[src/rtl/dm_pkg.sv]
// Shared definitions for the data-memory arbiter: FSM encoding, port
// indices, default memory depth and the per-transaction context kept
// between the handshake and the response.
package dm_pkg;

  localparam int NUM_PORTS     = 2;
  localparam int PORT_CORE     = 0;
  localparam int PORT_DBG      = 1;
  localparam int DM_DEPTH_LOG2 = 7;

  typedef enum logic [1:0] {
    IDLE   = 2'd0,
    ACCESS = 2'd1,
    RESP   = 2'd2
  } dm_state_e;

  // Context of the access in flight, latched at the handshake.
  typedef struct packed {
    logic owner;  // index of the port that issued the request
    logic we;     // write (1) / read (0)
    logic err;    // misaligned or out of range
  } dm_txn_t;

  // A byte address is bad when it is not word aligned or lies beyond the
  // last word of a 2**depth_log2-word memory.
  function automatic logic addr_err(input logic [31:0] addr, input int depth_log2);
    return (addr[1:0] != 2'b00) || ((addr >> (depth_log2 + 2)) != 32'd0);
  endfunction

endpackage

[src/rtl/dm_arbiter_if.sv]
// Bundle of request/response and memory-side signals around dm_arbiter.
// slave  : the arbiter's view.
// master : the environment's view (both requesters plus the memory).
interface dm_arbiter_if;
  import dm_pkg::*;

  logic [NUM_PORTS-1:0] req_valid;
  logic [NUM_PORTS-1:0] req_ready;
  logic [NUM_PORTS-1:0] req_we;
  logic [31:0]          req_addr0;
  logic [31:0]          req_addr1;
  logic [31:0]          req_wdata0;
  logic [31:0]          req_wdata1;
  logic [NUM_PORTS-1:0] rsp_valid;
  logic                 rsp_err;
  logic [31:0]          rsp_rdata;
  logic [31:0]          mem_addr;
  logic [31:0]          mem_din;
  logic                 mem_we;
  logic [31:0]          mem_dout;

  modport slave (
    input  req_valid, req_we, req_addr0, req_addr1, req_wdata0, req_wdata1, mem_dout,
    output req_ready, rsp_valid, rsp_err, rsp_rdata, mem_addr, mem_din, mem_we
  );

  modport master (
    output req_valid, req_we, req_addr0, req_addr1, req_wdata0, req_wdata1, mem_dout,
    input  req_ready, rsp_valid, rsp_err, rsp_rdata, mem_addr, mem_din, mem_we
  );

endinterface

[src/rtl/dm_arb_pick.sv]
// Two-way grant picker. A lone valid port always wins. On a tie:
//   DM_ARB_RR_EN defined   -> the port not granted last wins (round-robin)
//   DM_ARB_RR_EN undefined -> port 0 wins (fixed priority), last_grant ignored
module dm_arb_pick (
  input  logic [1:0] valid,
  input  logic       last_grant,
  output logic [1:0] grant
);

`ifndef DM_ARB_RR_EN
  logic unused_last_grant;
  assign unused_last_grant = last_grant;
`endif

  // One-hot grant among the valid ports.
  always_comb begin
    grant = 2'b00;
    case (valid)
      2'b01: grant = 2'b01;
      2'b10: grant = 2'b10;
      2'b11: begin
`ifdef DM_ARB_RR_EN
        grant = last_grant ? 2'b01 : 2'b10;
`else
        grant = 2'b01;
`endif
      end
      default: grant = 2'b00;
    endcase
  end

endmodule

[src/rtl/dm_arbiter.sv]
// Two-port arbiter/sequencer in front of the single-port data memory.
// One access at a time: handshake -> ACCESS (memory driven) -> RESP (pulse).
// A new handshake may be taken in RESP, giving one access every two cycles.
// Optional: define DM_ARB_RR_EN for round-robin tie breaking; otherwise
// port 0 has fixed priority and no last-grant state exists.
module dm_arbiter
  import dm_pkg::*;
#(
  parameter int DEPTH_LOG2 = DM_DEPTH_LOG2
) (
  input logic         clk,
  input logic         rst_n,
  dm_arbiter_if.slave bus
);

  dm_state_e                       state_q, state_d;
  dm_txn_t                         txn_q, txn_d;
  logic [31:0]                     mem_addr_q, mem_addr_d;
  logic [31:0]                     mem_din_q, mem_din_d;
  logic                            mem_we_q, mem_we_d;
  logic [NUM_PORTS-1:0]            rsp_valid_q, rsp_valid_d;
  logic                            rsp_err_q, rsp_err_d;
  logic [31:0]                     rsp_rdata_q, rsp_rdata_d;

  logic [NUM_PORTS-1:0][31:0]      p_addr, p_wdata;
  logic [NUM_PORTS-1:0]            grant, ready, hs;
  logic                            accept, hs_port, last_grant;
  logic [31:0]                     sel_addr, sel_wdata;
  logic                            sel_we, sel_err;

  assign p_addr  = {bus.req_addr1, bus.req_addr0};
  assign p_wdata = {bus.req_wdata1, bus.req_wdata0};

  dm_arb_pick u_pick (
    .valid      (bus.req_valid),
    .last_grant (last_grant),
    .grant      (grant)
  );

  // Offer the grant only when no access is being driven; never in reset.
  assign accept    = rst_n && (state_q != ACCESS);
  assign ready     = accept ? grant : '0;
  assign hs        = bus.req_valid & ready;
  assign hs_port   = hs[PORT_DBG];
  assign sel_addr  = p_addr[hs_port];
  assign sel_wdata = p_wdata[hs_port];
  assign sel_we    = bus.req_we[hs_port];
  assign sel_err   = addr_err(sel_addr, DEPTH_LOG2);

`ifdef DM_ARB_RR_EN
  logic last_q, last_d;
  assign last_grant = last_q;

  // Remember which port took the most recent handshake.
  always_comb begin
    last_d = last_q;
    if (|hs) last_d = hs_port;
  end

  // Reset to port 1 so that port 0 wins the first tie.
  always_ff @(posedge clk or negedge rst_n) begin
    if (!rst_n) last_q <= 1'b1;
    else        last_q <= last_d;
  end
`else
  assign last_grant = 1'b1;
`endif

  // Sequencer next state: latch a request, drive memory, then pulse response.
  always_comb begin
    state_d     = state_q;
    txn_d       = txn_q;
    mem_addr_d  = mem_addr_q;
    mem_din_d   = mem_din_q;
    mem_we_d    = mem_we_q;
    rsp_valid_d = '0;
    rsp_err_d   = rsp_err_q;
    rsp_rdata_d = rsp_rdata_q;
    case (state_q)
      ACCESS: begin
        // Memory read data is combinational on the address driven this cycle.
        rsp_valid_d[txn_q.owner] = 1'b1;
        rsp_err_d   = txn_q.err;
        rsp_rdata_d = (txn_q.we || txn_q.err) ? '0 : bus.mem_dout;
        mem_addr_d  = '0;
        mem_din_d   = '0;
        mem_we_d    = 1'b0;
        state_d     = RESP;
      end
      default: begin
        // IDLE and RESP behave alike: accept if granted, else go idle.
        state_d = IDLE;
        if (|hs) begin
          state_d                       = ACCESS;
          txn_d.owner                   = hs_port;
          txn_d.we                      = sel_we;
          txn_d.err                     = sel_err;
          mem_addr_d                    = '0;
          mem_addr_d[DEPTH_LOG2-1:0]    = sel_addr[DEPTH_LOG2+1:2];
          mem_din_d                     = sel_wdata;
          mem_we_d                      = sel_we & ~sel_err;
        end
      end
    endcase
  end

  // State and registered outputs; reset also kills a pending write.
  always_ff @(posedge clk or negedge rst_n) begin
    if (!rst_n) begin
      state_q     <= IDLE;
      txn_q       <= '0;
      mem_addr_q  <= '0;
      mem_din_q   <= '0;
      mem_we_q    <= 1'b0;
      rsp_valid_q <= '0;
      rsp_err_q   <= 1'b0;
      rsp_rdata_q <= '0;
    end else begin
      state_q     <= state_d;
      txn_q       <= txn_d;
      mem_addr_q  <= mem_addr_d;
      mem_din_q   <= mem_din_d;
      mem_we_q    <= mem_we_d;
      rsp_valid_q <= rsp_valid_d;
      rsp_err_q   <= rsp_err_d;
      rsp_rdata_q <= rsp_rdata_d;
    end
  end

  assign bus.req_ready = ready;
  assign bus.mem_addr  = mem_addr_q;
  assign bus.mem_din   = mem_din_q;
  assign bus.mem_we    = mem_we_q;
  assign bus.rsp_valid = rsp_valid_q;
  assign bus.rsp_err   = rsp_err_q;
  assign bus.rsp_rdata = rsp_rdata_q;

endmodule

[src/flat_wrapper.sv]
// flat-port wrapper written by rule: the top's interface ports become plain ports
module dm_arbiter_flat import dm_pkg::*;
#(
  parameter int DEPTH_LOG2 = DM_DEPTH_LOG2
)
  (clk, rst_n, bus_req_valid, bus_req_we, bus_req_addr0, bus_req_addr1, bus_req_wdata0, bus_req_wdata1, bus_mem_dout, bus_req_ready, bus_rsp_valid, bus_rsp_err, bus_rsp_rdata, bus_mem_addr, bus_mem_din, bus_mem_we);
  dm_arbiter_if bus_i ();
  input logic clk;
  input logic rst_n;
  input wire logic [$bits(bus_i.req_valid)-1:0] bus_req_valid;
  input wire logic [$bits(bus_i.req_we)-1:0] bus_req_we;
  input wire logic [$bits(bus_i.req_addr0)-1:0] bus_req_addr0;
  input wire logic [$bits(bus_i.req_addr1)-1:0] bus_req_addr1;
  input wire logic [$bits(bus_i.req_wdata0)-1:0] bus_req_wdata0;
  input wire logic [$bits(bus_i.req_wdata1)-1:0] bus_req_wdata1;
  input wire logic [$bits(bus_i.mem_dout)-1:0] bus_mem_dout;
  output wire logic [$bits(bus_i.req_ready)-1:0] bus_req_ready;
  output wire logic [$bits(bus_i.rsp_valid)-1:0] bus_rsp_valid;
  output wire logic [$bits(bus_i.rsp_err)-1:0] bus_rsp_err;
  output wire logic [$bits(bus_i.rsp_rdata)-1:0] bus_rsp_rdata;
  output wire logic [$bits(bus_i.mem_addr)-1:0] bus_mem_addr;
  output wire logic [$bits(bus_i.mem_din)-1:0] bus_mem_din;
  output wire logic [$bits(bus_i.mem_we)-1:0] bus_mem_we;
  assign bus_i.req_valid = bus_req_valid;
  assign bus_i.req_we = bus_req_we;
  assign bus_i.req_addr0 = bus_req_addr0;
  assign bus_i.req_addr1 = bus_req_addr1;
  assign bus_i.req_wdata0 = bus_req_wdata0;
  assign bus_i.req_wdata1 = bus_req_wdata1;
  assign bus_i.mem_dout = bus_mem_dout;
  assign bus_req_ready = bus_i.req_ready;
  assign bus_rsp_valid = bus_i.rsp_valid;
  assign bus_rsp_err = bus_i.rsp_err;
  assign bus_rsp_rdata = bus_i.rsp_rdata;
  assign bus_mem_addr = bus_i.mem_addr;
  assign bus_mem_din = bus_i.mem_din;
  assign bus_mem_we = bus_i.mem_we;
  dm_arbiter #(.DEPTH_LOG2(DEPTH_LOG2)) u_core (.clk(clk), .rst_n(rst_n), .bus(bus_i));
endmodule
[config.mk]
export PLATFORM = sky130hd
export DESIGN_NAME = dm_arbiter_flat
export DESIGN_NICKNAME = d
export VERILOG_FILES = /design/src/rtl/dm_pkg.sv /design/src/rtl/dm_arbiter_if.sv /design/src/rtl/dm_arb_pick.sv /design/src/rtl/dm_arbiter.sv /design/src/flat_wrapper.sv
export SDC_FILE = /design/constraint.sdc
export NUM_CORES = 1
export LEC_CHECK = 0
export ABC_CLOCK_PERIOD_IN_PS = 4220
export CAP_MARGIN = 40
export CORE_MARGIN = 2
export CORE_UTILIZATION = 30
export CTS_CLUSTER_DIAMETER = 80
export DETAILED_ROUTE_END_ITERATION = 10
export HOLD_SLACK_MARGIN = 0.02
export PLACE_DENSITY = 0.71
export SYNTH_ARGS = -nofsm -noshare
export SYNTH_HDL_FRONTEND = slang
export SYNTH_SLANG_ARGS = --single-unit
export TNS_END_PERCENT = 10
[constraint.sdc]
create_clock -name clk -period 4.22 [get_ports clk]
set_input_delay 1.266 -clock clk [delete_from_list [all_inputs] [get_ports clk]]
set_output_delay 1.266 -clock clk [all_outputs]
set_load 0.02 [all_outputs]
Word level (Yosys, flattened, before mapping)

Index checks and enable logic that the tools add are counted.

RAM bits: 0
Flip-flop bits (word level): 105
Input bits: 166
Memories: 0
ROM bits: 0
Latch bits: 0
Logic and storage cells: 52

Equal/unequal tests: 5
$lt $le $gt $ge: 3
Multipliers: 0
$add $sub $neg: 0
Shift-type cells: 0
Reductions and logical operators: 10
Divide/modulo/power cells: 0
Bitwise logic cells: 4
Multiplexer cells: 20

Operators by type and width:

| cell                                                  | number |
|---|---|
| 2-to-1 mux 32 bit                                     | 9 |
| nonzero test 32 bit                                   | 1 |
| 2-to-1 mux 1 bit                                      | 6 |
| 2-to-1 mux 2 bit                                      | 3 |
| == test 2 x 1 -> 1 bit, second input constant         | 2 |
| == test 2 bit, second input constant                  | 2 |
| < comparator 1 x 2 -> 1 bit, second input constant    | 2 |
| one-hot mux 2 bit (2 select lines)                    | 1 |
| nonzero test 2 bit                                    | 2 |
| OR reduction 2 bit                                    | 2 |
| AND 2 bit                                             | 1 |
| logical AND 1 bit                                     | 2 |
| logical OR 1 bit                                      | 2 |
| inequality test 2 x 1 -> 1 bit, second input constant | 1 |
| inverter 1 bit                                        | 2 |
| AND reduction 2 bit                                   | 1 |
| AND 1 bit                                             | 1 |
| demux 1 bit (select 1 bit)                            | 1 |
| >= comparator 1 bit, second input constant            | 1 |

Depth between registers and ports, before layout

Gate-level depths: netlist of run 1.

Depth in word-level cells: 13
Mapped depth: 7

Cells and area by module

Synthesis of run 1 repeated with hierarchy kept, for this count alone.

Cells, all modules: 333
Area, all modules: 3,961.3 um^2

Modules (own cells, without submodules):

| module      | instances | area an instance (um^2) | cells an instance | seq. area each (um^2) |
|---|---|---|---|---|
| dm_arbiter  | 1         | 3,951.3                 | 331               | 2,001.9 |
| dm_arb_pick | 1         | 10.0                    | 2                 | 0.0 |

Worst setup path after synthesis of run 1

OpenSTA, ideal clock, no wires.

Kind: input to output
Start: input bus_req_valid[0]
End: output bus_req_ready[1]
Stages on the path: 4
Setup slack: 1,098 ps
Arrival: 1,856 ps
Path through: nand4b_4 -> buf_8 -> buf_8 -> inv_1

Cells in the longest elaborated chain, start to end: 4
Elaborated cells between the ends (all ways): 6

RTL lines:

| what                                                           | line               | source |
|---|---|---|
| start: declaration                                             | flat_wrapper.sv:10 | `input wire logic [$bits(bus_i.req_valid)-1:0] bus_req_valid;` |
| == test 2 bit / == test 2 x 1 -> 1 bit (equally long branches) | dm_arb_pick.sv:18  | `case (valid)` |
| OR reduction 2 bit (no source line)                            | -                  |  |
| one-hot mux 2 bit (2 select lines) *                           | dm_arb_pick.sv:18  |  |
| 2-to-1 mux 2 bit *                                             | dm_arbiter.sv:42   | `assign ready = accept ? grant : '0;` |
| end: declaration                                               | flat_wrapper.sv:17 | `output wire logic [$bits(bus_i.req_ready)-1:0] bus_req_ready;` |

Mark *: on every way between the ends. The rest lies on a longest branch, timed or not.

Worst setup path after layout of run 1

Start: input bus_req_valid[1]
End: output bus_req_ready[1]

Same word-level chain as after synthesis.

==> results of run 1 <==
## final cells by class
| class | instances | area share [%] |
|---|---|---|
| timing repair buffer | 249 | 38.3 |
| inverter | 5 | 0.289 |
| multi-input combinational | 215 | 22.0 |
| tap | 168 | 3.23 |
| clock inverter | 6 | 1.79 |
| sequential | 80 | 30.8 |
| clock buffer | 10 | 3.52 |
## flip-flops by register name (all words and copies together), names as in the netlist
register	cells
u_core.bus.rsp_err	1
u_core.state_q	2
u_core.txn_q	3
u_core.bus.rsp_valid	2
u_core.bus.mem_we	1
u_core.bus.mem_din	32
u_core.bus.rsp_rdata	32
u_core.bus.mem_addr	7
## critical path, stage by stage
cell and delay (ns):
clkdlybuf4s50_1 0.59, nand4b_4 0.16, inv_1 0.08, clkdlybuf4s50_1 0.60
## cells in the mapped netlist, drive strengths merged (2+ instances only)
library cell / instances / area, sq um
dfrtp: 80 / 2000
o21ai: 42 / 210
nand3: 41 / 205
mux2i: 40 / 400
buf: 39 / 332
a22o: 32 / 280
clkbuf: 11 / 41.3
nor4: 10 / 62.6
nand2: 6 / 22.5
nor2: 6 / 22.5
inv: 5 / 18.8
nand4: 3 / 18.8
nor3: 3 / 20.0
o211ai: 2 / 20.0
## power groups by stage
stage,registers (mW),clock network (mW),logic [mW]
global route,0.967,0.951,0.851
CTS,0.953,0.921,0.807
detailed placement,0.967,0,0.804
floorplan,1.10,0,0.221
finish,0.952,0.894,0.796
global placement,0.961,0,0.791
## through the flow
step | util [%] | worst slack [ns] | hold WS (ns) | power (mW)
final | 53.9 | 0.260 | 0.453 | 2.64
after global routing | 53.9 | 0.178 | 0.477 | 2.77
after CTS | 53.9 | 0.249 | 0.455 | 2.68
after detailed placement | 51.0 | 0.265 | 0.432 | 1.77
after global placement | 50.7 | 0.256 | 0.416 | 1.75
after floorplan | - | 1.10 | 0.403 | 1.33
## cells by family (layout without fill, tap and decap cells)
logic type	count (synthesis)	count (layout)
flip-flops	80	80
other	1	25
AND/OR/NAND/NOR	72	72
multiplexers	40	40
buffers and inverters	55	270
AO/OA/AOI/OAI	78	78
## worst min path at each step
stage	cells after the start	slack, ns	start	to
finish	1	0.45	u_core.txn_q[2]	u_core.bus.rsp_valid[0]
global route	1	0.48	u_core.txn_q[2]	u_core.bus.rsp_valid[0]
CTS	1	0.46	u_core.txn_q[2]	u_core.bus.rsp_valid[0]
detailed placement	1	0.43	u_core.txn_q[2]	u_core.bus.rsp_valid[0]
global placement	1	0.42	u_core.txn_q[2]	u_core.bus.rsp_valid[0]
floorplan	1	0.40	u_core.txn_q[2]	u_core.bus.rsp_valid[0]
## layer usage
| metal | vias up | wire length [um] | GRT usage, % |
|---|---|---|---|
| li1 | 1607 | - | - |
| met1 | 1592 | 4560 | 19.4 |
| met2 | 135 | 5730 | 29.2 |
| met3 | 26 | 902 | 5.01 |
| met4 | 0 | 346 | 8.03 |
| met5 | - | 0 | 0 |
==> results by group, run 1 <==
Critical path
  • Crit path kind: input port to output port
  • FF-to-FF setup slack: 2.15 ns
  • CP Max Fanout: 2
  • CP startpoint kind: input port
  • Worst Setup SP: bus_req_valid[1]
  • Critical path endpoint category: output port
  • Reg2reg end: u_core.bus.rsp_rdata[13]
  • Reg2Reg Depth: 5
  • Worst Path Required: 2.95 ns
  • Crit Reg-Reg Startpoint: u_core.state_q[1]
  • Worst setup path endpoint: bus_req_ready[1]
  • Crit path arrival time: 2.69 ns

Logic synthesis
  • Compound-Gate Fraction of Synth Area: 14.2%
  • Synth Area in XOR/XNOR: 0%
  • Syn Area/Cell: 11.4 sq um
  • Largest family of logic cells by synthesized area: compound AO/OA/AOI/OAI gates
  • Syn Inst Count: 326
  • Multiplexer share of the synthesized area: 10.8%
  • EDFF count, synth: 0
  • Main synth FF type: dfrtp_1
  • FF+latch count, synth: 80
  • Post-synthesis simple-gate area fraction: 10.6%
  • Synthesized area: 3720 sq um
  • Synth cell types: 27
  • Sequential area share after synthesis: 53.8%
  • Ys async rst share: 100%
  • Synth warn: 0
  • Adder-Cell Fraction of Synth Area: 0%

Floorplan
  • Rows: 40
  • Die H: 115 um
  • Initial Util: 30.8%
  • Core area: 12,100 sq um
  • Io pins: 268
  • Die area: 13,300 sq um
  • Die Span X: 115 um

CTS
  • Worst-path clk slew: 0.06 ns
  • Clk_lat worst skew: 0.33 ns
  • # Post-CTS Setup Buffers: 0
  • Clk buf depth: 2
  • CTS Sinks: 80
  • Post-CTS Resized: 0
  • CTS tree: yes
  • # hold bufs at CTS: 0
  • Clock root buffer: clkbuf_16
  • Total CTS buffers: 9
  • H-Tree Depth: 3

Pwr
  • Switching Share: 28.4%
  • Seq pwr share: 36.0%
  • Comb power frac: 30.1%
  • Sw Pwr: 751 uW
  • Clock share of power: 33.8%
  • Peak supply drop: 0.000218 V
  • Leak: 2.97 nW
  • Internal power: 1.89 mW
  • PD cells: 406 nW/um^2

Detailed routing
  • WL final: 11.5 mm
  • TritonRoute pass-1 iters: 4
  • Antenna viol nets, final: 0
  • Drt drc: 0
  • Via count: 3,360
  • Vias per cell: 4.58
  • 1st-iter DRT viols: 140
  • DR WL/cell: 15.7 um

Global routing
  • First-pass GRT wire length: 17.6 mm
  • Pin count of the biggest net entering global routing: 69
  • Global route overflow: 0
  • GRT Util Overall: 17.0%
  • Initial antenna violation count: 0
  • Vias in the first global route: 3,381

STA
  • Post-Route Skew: 0.00862 ns
  • Final slew viol count: 0
  • RSZ-0062 raised after global routing: false
  • Final min period: 3.96 ns
  • Worst Tran Pin Value: 0.753 ns
  • Count of final setup violators: 0
  • Final period utilization: 93.8%
  • Fmax: 253 MHz
  • Final hold viol count: 0
  • Fin Setup TNS: 0 ns
  • Slew margin rel.: 49.8%

Layout
  • Share of post-route cells with drive strength above 1: 4.78%
  • Commonest cells after routing, fill and taps aside: clkdlybuf4s50_1 (241), dfrtp_1 (80), nand3_1 (41), mux2i_1 (40), o21ai_1 (36)
  • Layout Cells excl Fill: 733
  • Most common cell after layout, fill and taps aside: clkdlybuf4s50_1
  • Register Area: 2000 sq um
  • Final instance area: 6500 sq um
  • Nets: 726
  • Ant diodes: 0
  • Filler Cell Count: 1,086
  • Synthesis-to-finish area growth: 74.7%
  • Footprint of the multi-input gates: 1430 sq um

Placement
  • IO buf count: 242
  • Final Wtd Congestion: 0.844
  • DPL Wire Length: 8.85 mm
  • Post-DP Area: 6150 sq um
  • Post-Place Cells: 717

Flow run
  • Maxcap violations: 0

Hold path
  • HP Class: flop to flop

Status
  • Status: finished clean
(Power assumes the default switching activity.)
==> inputs of run 2 (changes only) <==
--- a/config.mk
+++ b/config.mk
@@ -13,7 +13,7 @@
 export DETAILED_ROUTE_END_ITERATION = 10
 export HOLD_SLACK_MARGIN = 0.02
 export PLACE_DENSITY = 0.71
+export SETUP_SLACK_MARGIN = 0.02
 export SYNTH_ARGS = -nofsm -noshare
 export SYNTH_HDL_FRONTEND = slang
 export SYNTH_SLANG_ARGS = --single-unit
-export TNS_END_PERCENT = 10
==> results of run 2 <==
Same layout as run 1: the final DEF is identical, and so are final timing and power.
